<file path="config.mk">
export PLATFORM = sky130hd
export DESIGN_NAME = instr_fetch_flat
export DESIGN_NICKNAME = d
export VERILOG_FILES = /design/src/rtl/ev22_pkg.sv /design/src/rtl/instr_fetch_if.sv /design/src/rtl/instr_fetch_pc_counter.sv /design/src/rtl/instr_fetch.sv /design/src/flat_wrapper.sv
export SDC_FILE = /design/constraint.sdc
export NUM_CORES = 1
export LEC_CHECK = 0
export ABC_AREA = 0
export CORE_ASPECT_RATIO = 0.75
export CORE_UTILIZATION = 41
export CTS_CLUSTER_DIAMETER = 40
export DETAILED_ROUTE_END_ITERATION = 8
export PLACE_DENSITY = 0.81
export SETUP_SLACK_MARGIN = 0.2
export SLEW_MARGIN = 20
export SYNTH_ARGS = -nofsm -noshare
export SYNTH_HDL_FRONTEND = slang
export SYNTH_SLANG_ARGS = --single-unit
</file>
<file path="constraint.sdc">
create_clock -name clk -period 2.1 [get_ports clk]
set_input_delay 0.21 -clock clk [delete_from_list [all_inputs] [get_ports clk]]
set_output_delay 0.21 -clock clk [all_outputs]
set_load 0.05 [all_outputs]
</file>
<file path="src/rtl/ev22_pkg.sv">
// Shared EV22 core definitions: opcode width, opcode constants and fetch-state encoding.
// Used by the fetch sequencer and the instruction decoder.
package ev22_pkg;

    localparam int unsigned OP_W = 8;

    localparam logic [OP_W-1:0] OP_NOP  = 8'h00;
    localparam logic [OP_W-1:0] OP_ADD  = 8'h01;
    localparam logic [OP_W-1:0] OP_SUB  = 8'h02;
    localparam logic [OP_W-1:0] OP_INC0 = 8'h03;
    localparam logic [OP_W-1:0] OP_INC1 = 8'h04;
    localparam logic [OP_W-1:0] OP_HALT = 8'hFF;

    typedef enum logic [2:0] {
        StIdle,
        StFetch,
        StCapture,
        StIssue,
        StHalt,
        StPause
    } fetch_state_e;

endpackage

</file>
<file path="src/rtl/instr_fetch_if.sv">
// Fetch-side bus: program ROM read port, opcode handshake to the decoder and jump redirect.
// master = fetch sequencer, slave = ROM/decoder side.
interface instr_fetch_if #(
    parameter int unsigned ADDR_W = 8,
    parameter int unsigned OP_W   = 8
);
    logic              rom_en;
    logic [ADDR_W-1:0] rom_addr;
    logic [OP_W-1:0]   rom_data;
    logic [OP_W-1:0]   opcode;
    logic              op_valid;
    logic              op_ready;
    logic              jump_en;
    logic [ADDR_W-1:0] jump_addr;

    modport master (
        output rom_en, rom_addr, opcode, op_valid,
        input  rom_data, op_ready, jump_en, jump_addr
    );

    modport slave (
        input  rom_en, rom_addr, opcode, op_valid,
        output rom_data, op_ready, jump_en, jump_addr
    );
endinterface

</file>
<file path="src/rtl/instr_fetch_pc_counter.sv">
// Program counter: synchronous clear, load, increment with wrap at PROG_LEN-1, else hold.
module pc_counter #(
    parameter int unsigned ADDR_W   = 8,
    parameter int unsigned PROG_LEN = 256
) (
    input  logic              clk,
    input  logic              reset,
    input  logic              load,
    input  logic [ADDR_W-1:0] load_val,
    input  logic              inc,
    output logic [ADDR_W-1:0] count
);
    localparam logic [ADDR_W-1:0] LAST = ADDR_W'(PROG_LEN - 1);

    logic [ADDR_W-1:0] count_q, count_d;

    always_comb begin
        count_d = count_q;
        if (load) begin
            count_d = load_val;
        end else if (inc) begin
            count_d = (count_q == LAST) ? '0 : count_q + ADDR_W'(1);
        end
    end

    always_ff @(posedge clk) begin
        if (reset) begin
            count_q <= '0;
        end else begin
            count_q <= count_d;
        end
    end

    assign count = count_q;
endmodule

</file>
<file path="src/rtl/instr_fetch.sv">
// Instruction fetch sequencer: walks the PC over a synchronous ROM and issues opcodes to the
// decoder. Optional single-step mode (PAUSE state, step input) enabled by FETCH_STEP_EN.
module instr_fetch
    import ev22_pkg::*;
#(
    parameter int unsigned     ADDR_W   = 8,
    parameter int unsigned     PROG_LEN = 256,
    parameter logic [OP_W-1:0] HALT_OP  = OP_HALT
) (
    input  logic              clk,
    input  logic              reset,
    input  logic              start,
`ifdef FETCH_STEP_EN
    input  logic              step,
`endif
    instr_fetch_if.master     bus,
    output logic [ADDR_W-1:0] pc,
    output logic              running,
    output logic              halted
);
    fetch_state_e    state_q, state_d;
    logic [OP_W-1:0] opcode_q, opcode_d;
    logic            op_valid_q, op_valid_d;
    logic            pc_load, pc_inc;
    logic [ADDR_W-1:0] pc_val;
    logic            jump_ok;
    logic            step_go;
    fetch_state_e    after_issue;

`ifdef FETCH_STEP_EN
    assign step_go     = step;
    assign after_issue = StPause;
`else
    assign step_go     = 1'b0;
    assign after_issue = StFetch;
`endif

    assign jump_ok = 32'(bus.jump_addr) < PROG_LEN;

    always_comb begin
        state_d    = state_q;
        opcode_d   = opcode_q;
        op_valid_d = op_valid_q;
        pc_load    = 1'b0;
        pc_val     = '0;
        pc_inc     = 1'b0;
        bus.rom_en = 1'b0;
        unique case (state_q)
            StIdle, StHalt: begin
                if (start) begin
                    pc_load = 1'b1;
                    state_d = StFetch;
                end
            end
            StFetch: begin
                bus.rom_en = 1'b1;
                state_d    = StCapture;
            end
            StCapture: begin
                // HALT opcode is consumed here and never reaches the decoder
                if (bus.rom_data == HALT_OP) begin
                    state_d = StHalt;
                end else begin
                    opcode_d   = bus.rom_data;
                    op_valid_d = 1'b1;
                    state_d    = StIssue;
                end
            end
            StIssue: begin
                if (op_valid_q && bus.op_ready) begin
                    op_valid_d = 1'b0;
                    if (bus.jump_en && !jump_ok) begin
                        state_d = StHalt;
                    end else if (bus.jump_en) begin
                        pc_load = 1'b1;
                        pc_val  = bus.jump_addr;
                        state_d = after_issue;
                    end else begin
                        pc_inc  = 1'b1;
                        state_d = after_issue;
                    end
                end
            end
            StPause: begin
                if (step_go) begin
                    state_d = StFetch;
                end
            end
            default: state_d = StIdle;
        endcase
    end

    always_ff @(posedge clk) begin
        if (reset) begin
            state_q    <= StIdle;
            opcode_q   <= '0;
            op_valid_q <= 1'b0;
        end else begin
            state_q    <= state_d;
            opcode_q   <= opcode_d;
            op_valid_q <= op_valid_d;
        end
    end

    pc_counter #(
        .ADDR_W   (ADDR_W),
        .PROG_LEN (PROG_LEN)
    ) u_pc (
        .clk      (clk),
        .reset    (reset),
        .load     (pc_load),
        .load_val (pc_val),
        .inc      (pc_inc),
        .count    (pc)
    );

    assign bus.rom_addr = pc;
    assign bus.opcode   = opcode_q;
    assign bus.op_valid = op_valid_q;
    assign running      = state_q inside {StFetch, StCapture, StIssue, StPause};
    assign halted       = (state_q == StHalt);
endmodule
</file>
<file path="src/flat_wrapper.sv">
// flat-port wrapper written by rule: the top's interface ports become plain ports
module instr_fetch_flat import ev22_pkg::*;
#(
    parameter int unsigned     ADDR_W   = 8,
    parameter int unsigned     PROG_LEN = 256,
    parameter logic [OP_W-1:0] HALT_OP  = OP_HALT
)
  (clk, reset, start, pc, running, halted, bus_rom_en, bus_rom_addr, bus_opcode, bus_op_valid, bus_rom_data, bus_op_ready, bus_jump_en, bus_jump_addr);
  instr_fetch_if #(.ADDR_W(ADDR_W)) bus_i ();
  input  logic clk;
  input  logic reset;
  input  logic start;
  output logic [ADDR_W-1:0] pc;
  output logic running;
  output logic halted;
  output wire logic [$bits(bus_i.rom_en)-1:0] bus_rom_en;
  output wire logic [$bits(bus_i.rom_addr)-1:0] bus_rom_addr;
  output wire logic [$bits(bus_i.opcode)-1:0] bus_opcode;
  output wire logic [$bits(bus_i.op_valid)-1:0] bus_op_valid;
  input wire logic [$bits(bus_i.rom_data)-1:0] bus_rom_data;
  input wire logic [$bits(bus_i.op_ready)-1:0] bus_op_ready;
  input wire logic [$bits(bus_i.jump_en)-1:0] bus_jump_en;
  input wire logic [$bits(bus_i.jump_addr)-1:0] bus_jump_addr;
  assign bus_rom_en = bus_i.rom_en;
  assign bus_rom_addr = bus_i.rom_addr;
  assign bus_opcode = bus_i.opcode;
  assign bus_op_valid = bus_i.op_valid;
  assign bus_i.rom_data = bus_rom_data;
  assign bus_i.op_ready = bus_op_ready;
  assign bus_i.jump_en = bus_jump_en;
  assign bus_i.jump_addr = bus_jump_addr;
  instr_fetch #(.ADDR_W(ADDR_W), .PROG_LEN(PROG_LEN), .HALT_OP(HALT_OP)) u_core (.clk(clk), .reset(reset), .start(start), .bus(bus_i), .pc(pc), .running(running), .halted(halted));
endmodule
</file>
==> impl_metrics.json, run 1 <==
{
  "outcome": "completed",
  "drc": 0,
  "root_buffer": "clkbuf_4",
  "antenna_cells": 0,
  "area_growth_pct": 45.3,
  "ys_seq_area_frac": 0.357,
  "hold_path_class": "flop to flop",
  "hpwl_um": 2360,
  "drt_pre_antenna_iters": 4,
  "layout-drive-gt1-share": 0.0833,
  "final_cell_mix": "clkdlybuf4s50_1 (40), dfxtp_1 (18), nor2_1 (16)",
  "grt_pass1_wl_um": 4930,
  "p_leak_uw": 0.000669,
  "antenna_found_initial": 0,
  "start_util": 0.431,
  "hold_path_end": "u_core.bus.opcode[3]$_SDFFE_PP0N_",
  "slowest_delay_ns": 0.85,
  "synth_top_cell_area_share": 0.357,
  "reg2reg_from": "u_core.state_q[0]$_SDFFE_PP0P_",
  "viasPerCell": 5.55,
  "fin_util": 0.626,
  "worst-path-buf-inv": 1,
  "startpoint_type": "flop",
  "hold_path_startpoint": "u_core.bus.opcode[3]$_SDFFE_PP0N_",
  "fin_area_mm2": 0.00163,
  "tritoncts": "yes",
  "rows": 16,
  "finalWeightedCongestion": 0.812,
  "ys.warnings.count": 0,
  "fmax_ghz": 0.550,
  "synth_area_mm2": 0.00112,
  "synth.largest_area_cell": "dfxtp_1",
  "pin_count": 49,
  "maxCapViolCount": 0,
  "core_mm2": 0.00260,
  "dr.first_iter.drc_count": 98,
  "postCtsHoldBufs": 0,
  "reg2reg_depth": 4,
  "ant_nets": 0,
  "clk_pin_slew_ns": 0.11,
  "numCtsBuffers": 3,
  "cp.arrival_ns": 1.61,
  "fp.dieArea_mm2": 0.00295,
  "cp.required_ns": 1.89,
  "grt_start_max_net_pins": 17,
  "worstMarginPinSlew_ns": 0.570,
  "power_density_mw_per_mm2": 535,
  "grtUsageTotal": 0.212,
  "finalCritPeriodShare": 0.866,
  "synth-seq-cells": 20,
  "ir_drop_uv": 423,
  "route.vias.total": 1199,
  "rsz0062_at_grt": "no",
  "crit_fanout": 7,
  "final_common_cell": "clkdlybuf4s50_1",
  "syn_inst": 139,
  "synthesis.nets": 161,
  "timing.slew.headroom": 0.619,
  "placed_area_mm2": 0.00159,
  "wl_per_cell_um": 14.6,
  "final_cells": 216,
  "worstHoldPathCells": 2,
  "grt_pass1_vias": 1118,
  "setup-violations-final": 0,
  "synth_area_leaders": "dfxtp_1 (36%), a21oi_1 (5.4%), mux2i_1 (5.4%)",
  "ys_types": 37,
  "fin_nets": 204,
  "port_buffers": 48,
  "h-tree-depth": 1,
  "wirelength_um": 3150,
  "drv_slew": 0,
  "cp_cell_sequence": "clkdlybuf4s50_1",
  "clk_latency_ns": 0.29,
  "cts_sinks": 20,
  "cp_slowest_cell": "clkdlybuf4s50_1",
  "finalSetupTns_ns": 0,
  "setup.worst_path.class": "flop to primary output",
  "clockBufferDepth": 2,
  "fin_skew_ns": 0.00644,
  "place_inst": 213,
  "avgSynthCellArea_um2": 8.07,
  "cpLargestDelayFamily": "buffers and inverters",
  "hold_viol": 0,
  "critPathCaptureType": "primary output",
  "rr_endpoint": "u_core.u_pc.count[7]$_SDFFE_PP0P_",
  "die_y_um": 47.3,
  "grt_overflow_total": 0,
  "r2r_slack_ns": 0.31,
  "period_minus_slack_ns": 1.82,
  "die_w_um": 62.4
}
-- power breakdown --
part | internal [µW] | total [µW] | switching [µW]
Clock | 66.8 | 175 | 108
Combinational | 108 | 272 | 165
Sequential | 400 | 425 | 24.6
Total | 574 | 872 | 297
-- per-stage QoR --
step | total power [µW] | setup WS, ns | hold WS (ns)
CTS | 878 | 0.204 | 0.470
floorplan | 597 | 0.220 | 0.354
global placement | 695 | 0.121 | 0.452
detailed placement | 704 | 0.00492 | 0.453
finish | 872 | 0.281 | 0.466
global route | 911 | 0.207 | 0.504
-- synth_stat cells --
cell type  count
a211oi_1       3
a21boi_0       1
a21oi_1       12
a22oi_1        1
a31oi_1        2
a32oi_1        2
a41oi_1        1
a41oi_2        1
and2_1         3
and3_1         3
buf_2          1
buf_4          8
clkbuf_1       5
dfxtp_1       20
ha_1           1
inv_1          4
mux2i_1        6
nand2_1       10
nand2b_1       1
nand2b_4       1
nand3_1        8
nand3b_1       1
nand4_1        5
nor2_1        16
nor2b_1        1
nor3b_1        1
nor4_1         3
nor4b_1        1
o2111ai_1      2
o211ai_1       3
o21a_1         1
o21ai_0        4
o21bai_1       1
o31ai_1        1
or3_1          3
or3b_2         1
or4_4          1
-- sequential cells by signal (all words and copies together), names as in the netlist --
| signal | count |
|---|---|
| u_core.bus.op_valid | 1 |
| u_core.bus.opcode | 8 |
| u_core.state_q | 3 |
| u_core.u_pc.count | 8 |
-- cell type report --
| cell class | instances | area, µm² |
|---|---|---|
| repair buffers | 52 | 518 |
| flip-flops and latches | 20 | 403 |
| inverters | 4 | 15.0 |
| well taps | 36 | 45.0 |
| clock buffers | 3 | 22.5 |
| fillers | 223 | 973 |
| multi-input cells | 101 | 626 |
-- worst max-delay path by stage --
stage,end,startpoint,cells after the start
6_report,pc[0],u_core.u_pc.count[0]$_SDFFE_PP0P_,1
5_1_grt,pc[3],u_core.u_pc.count[3]$_SDFFE_PP0P_,1
4_1_cts,bus_rom_addr[4],u_core.u_pc.count[4]$_SDFFE_PP0P_,1
3_5_place_dp,u_core.bus.opcode[1]$_SDFFE_PP0N_,bus_rom_data[4],5
3_3_place_gp,u_core.bus.opcode[7]$_SDFFE_PP0N_,bus_rom_data[4],5
2_1_floorplan,u_core.u_pc.count[7]$_SDFFE_PP0P_,u_core.u_pc.count[0]$_SDFFE_PP0P_,5
-- repair_timing --
item / 4_1_cts / 5_1_grt
setup buffers: 0 / 0
pin swaps: 0 / 0
gates resized for setup: 3 / 6
endpoints found under the setup margin: 10 / 15
-- layer usage --
layer | part of all wire | vias up | track usage
met2 | 0.48 | 45 | 0.382
met5 | 0 | - | 0
met1 | 0.45 | 560 | 0.272
met4 | 0.0060 | 0 | 0.0419
li1 | - | 592 | -
met3 | 0.062 | 2 | 0.0461
-- logic make-up after synthesis --
logic type | synth area share
simple gates | 0.280
mux | 0.0536
fa+ha+maj | 0.0112
compound gates | 0.210
buf+inv | 0.0882
flops | 0.357
Note: power is estimated with default switching activity, not from simulation.
==> inputs of run 2 (changes only) <==
Settings changed: RECOVER_POWER set to 25.
==> impl_metrics.json, run 2 (synthesized netlist as in run 1, its figures left out) <==
{
  "outcome": "completed",
  "postCtsSetupRepairBufs": 0,
  "wirelength_um": 3170,
  "p_sw_frac": 0.342,
  "h-tree-depth": 1,
  "final_common_cell": "clkdlybuf4s50_1",
  "critPathCaptureType": "primary output",
  "final_cell_mix": "clkdlybuf4s50_1 (38), dfxtp_1 (18), nor2_1 (16)",
  "fin_nets": 204,
  "route.vias.total": 1188,
  "ir_drop_uv": 425,
  "worst-path-buf-inv": 1,
  "die_y_um": 47.3,
  "start_util": 0.431,
  "cp.arrival_ns": 1.68,
  "placed_area_mm2": 0.00159,
  "p_leak_uw": 0.000560,
  "dr.first_iter.drc_count": 109,
  "setup-violations-final": 0,
  "hold_path_startpoint": "u_core.bus.opcode[3]$_SDFFE_PP0N_",
  "dp_slack_ns": 0.00492,
  "grt_pass1_wl_um": 4930,
  "finalWeightedCongestion": 0.812,
  "fin_area_mm2": 0.00157,
  "met3_usage": 0.0461,
  "hold_path_class": "flop to flop",
  "hold_viol": 0,
  "finalCritPeriodShare": 0.898,
  "layout-drive-gt1-share": 0.0722,
  "fp.dieArea_mm2": 0.00295,
  "hold_slack_ns": 0.466,
  "power_switching_uw": 296,
  "ant_nets": 0,
  "use_met2": 0.382,
  "cp.required_ns": 1.89,
  "wl_per_cell_um": 14.7,
  "grt_use_met1": 0.272,
  "timing.slew.headroom": 0.587,
  "clk_pin_slew_ns": 0.10,
  "core_mm2": 0.00260,
  "maxCapViolCount": 0,
  "fmax_ghz": 0.530,
  "finalSetupTns_ns": 0,
  "grtUsageTotal": 0.212,
  "reg2reg_depth": 4,
  "cpLargestDelayFamily": "buffers and inverters",
  "rsz0062_at_grt": "no",
  "rows": 16,
  "busiest_layer": "met2",
  "fin_skew_ns": 0.00585,
  "grt_start_max_net_pins": 17,
  "rr_endpoint": "u_core.u_pc.count[7]$_SDFFE_PP0P_",
  "r2r_slack_ns": 0.24,
  "numCtsBuffers": 3,
  "cp_cell_sequence": "nand2b_1, nor2_1, dlygate4sd2_1",
  "pwr-share-comb": 0.309,
  "die_w_um": 62.4,
  "grt_pass1_vias": 1118,
  "port_buffers": 48,
  "reg2reg_from": "u_core.state_q[2]$_SDFFE_PP0P_",
  "startpoint_type": "flop",
  "antenna_found_initial": 0,
  "setup.worst_path.class": "flop to primary output",
  "viasPerCell": 5.50,
  "worstMarginPinSlew_ns": 0.621,
  "drv_slew": 0,
  "period_minus_slack_ns": 1.89,
  "grt_overflow_total": 0,
  "drc": 0,
  "cp_slowest_cell": "dlygate4sd2_1",
  "area_growth_pct": 40.4,
  "root_buffer": "clkbuf_4",
  "slowest_delay_ns": 0.56,
  "seq_power_share": 0.490,
  "total_power_uw": 865,
  "clockBufferDepth": 2,
  "cellInternalPower_uw": 569,
  "power_density_mw_per_mm2": 550,
  "hold_path_end": "u_core.bus.opcode[3]$_SDFFE_PP0N_",
  "setup_slack_ns": 0.214,
  "tritoncts": "yes",
  "worstHoldPathCells": 2,
  "drt_pre_antenna_iters": 4,
  "clkPwrFrac": 0.201,
  "cts_sinks": 20,
  "pin_count": 49,
  "crit_fanout": 8,
  "antenna_cells": 0,
  "clk_latency_ns": 0.29,
  "hpwl_um": 2360
}
==> run 2: cell count changes in the layout (fill, tap and decap cells not counted) <==
cell             previous run  this run
nand2b_4                    1         0
clkbuf_1                    0         6
dlymetal6s2s_1              5         0
clkdlybuf4s50_1            40        38
buf_4                       5         4
dlygate4sd3_1               0         2
nand2b_1                    1         2
==> run 2: power by group through the flow <==
stage / Clock (µW) / Combinational (µW) / Sequential (µW)
after detailed placement: 0 / 271 / 432
after global routing: 194 / 283 / 428
after CTS: 184 / 271 / 424
after global placement: 0 / 266 / 430
final: 174 / 267 / 424
after floorplan: 0 / 120 / 477
==> run 2: timing repair <==
item                                   CTS  global route
endpoints found under the hold margin    0             0
setup endpoints to repair               10            15
gates cloned                             0             0
resized for setup                        3             6
hold buffers                             0             0
pin swaps                                0             0
==> run 2: worst reg2reg max path, cell delays in order, from the launching register on <==
cell	delay [ns]
dfxtp_1	0.39
nand2b_1	0.27
or3_1	0.43
or4_4	0.53
a41oi_2	0.18
==> run 2: metal layers <==
metal / part of all wire / routed length [µm]
met1: 0.46 / 1440
met2: 0.47 / 1490
met3: 0.068 / 216
met4: 0.0060 / 19
met5: 0 / 0
==> run 2: worst max path at each step <==
stage / from / to / slack (ns) / depth (start not counted)
after detailed placement: bus_rom_data[4] / u_core.bus.opcode[1]$_SDFFE_PP0N_ / 0.005 / 5
after CTS: u_core.u_pc.count[4]$_SDFFE_PP0P_ / bus_rom_addr[4] / 0.20 / 1
after floorplan: u_core.u_pc.count[0]$_SDFFE_PP0P_ / u_core.u_pc.count[7]$_SDFFE_PP0P_ / 0.22 / 5
after global routing: u_core.state_q[0]$_SDFFE_PP0P_ / bus_rom_en / 0.11 / 3
final: u_core.state_q[2]$_SDFFE_PP0P_ / bus_rom_en / 0.21 / 3
after global placement: bus_rom_data[4] / u_core.bus.opcode[7]$_SDFFE_PP0N_ / 0.12 / 5
==> run 2: final cells by class <==
| cell class | instances | area (µm²) |
|---|---|---|
| clock buffer | 3 | 22.5 |
| fill | 235 | 1030 |
| inverter | 4 | 15.0 |
| multi-input combinational | 101 | 618 |
| sequential | 20 | 403 |
| tap | 36 | 45.0 |
| timing repair buffer | 52 | 470 |
==> run 2: per-stage QoR <==
| step | std cells | util |
|---|---|---|
| finish | 216 | 0.605 |
| global route | 216 | 0.605 |
| CTS | 216 | 0.621 |
| detailed placement | 213 | 0.612 |
| global placement | 213 | 0.612 |
| floorplan | 139 | - |
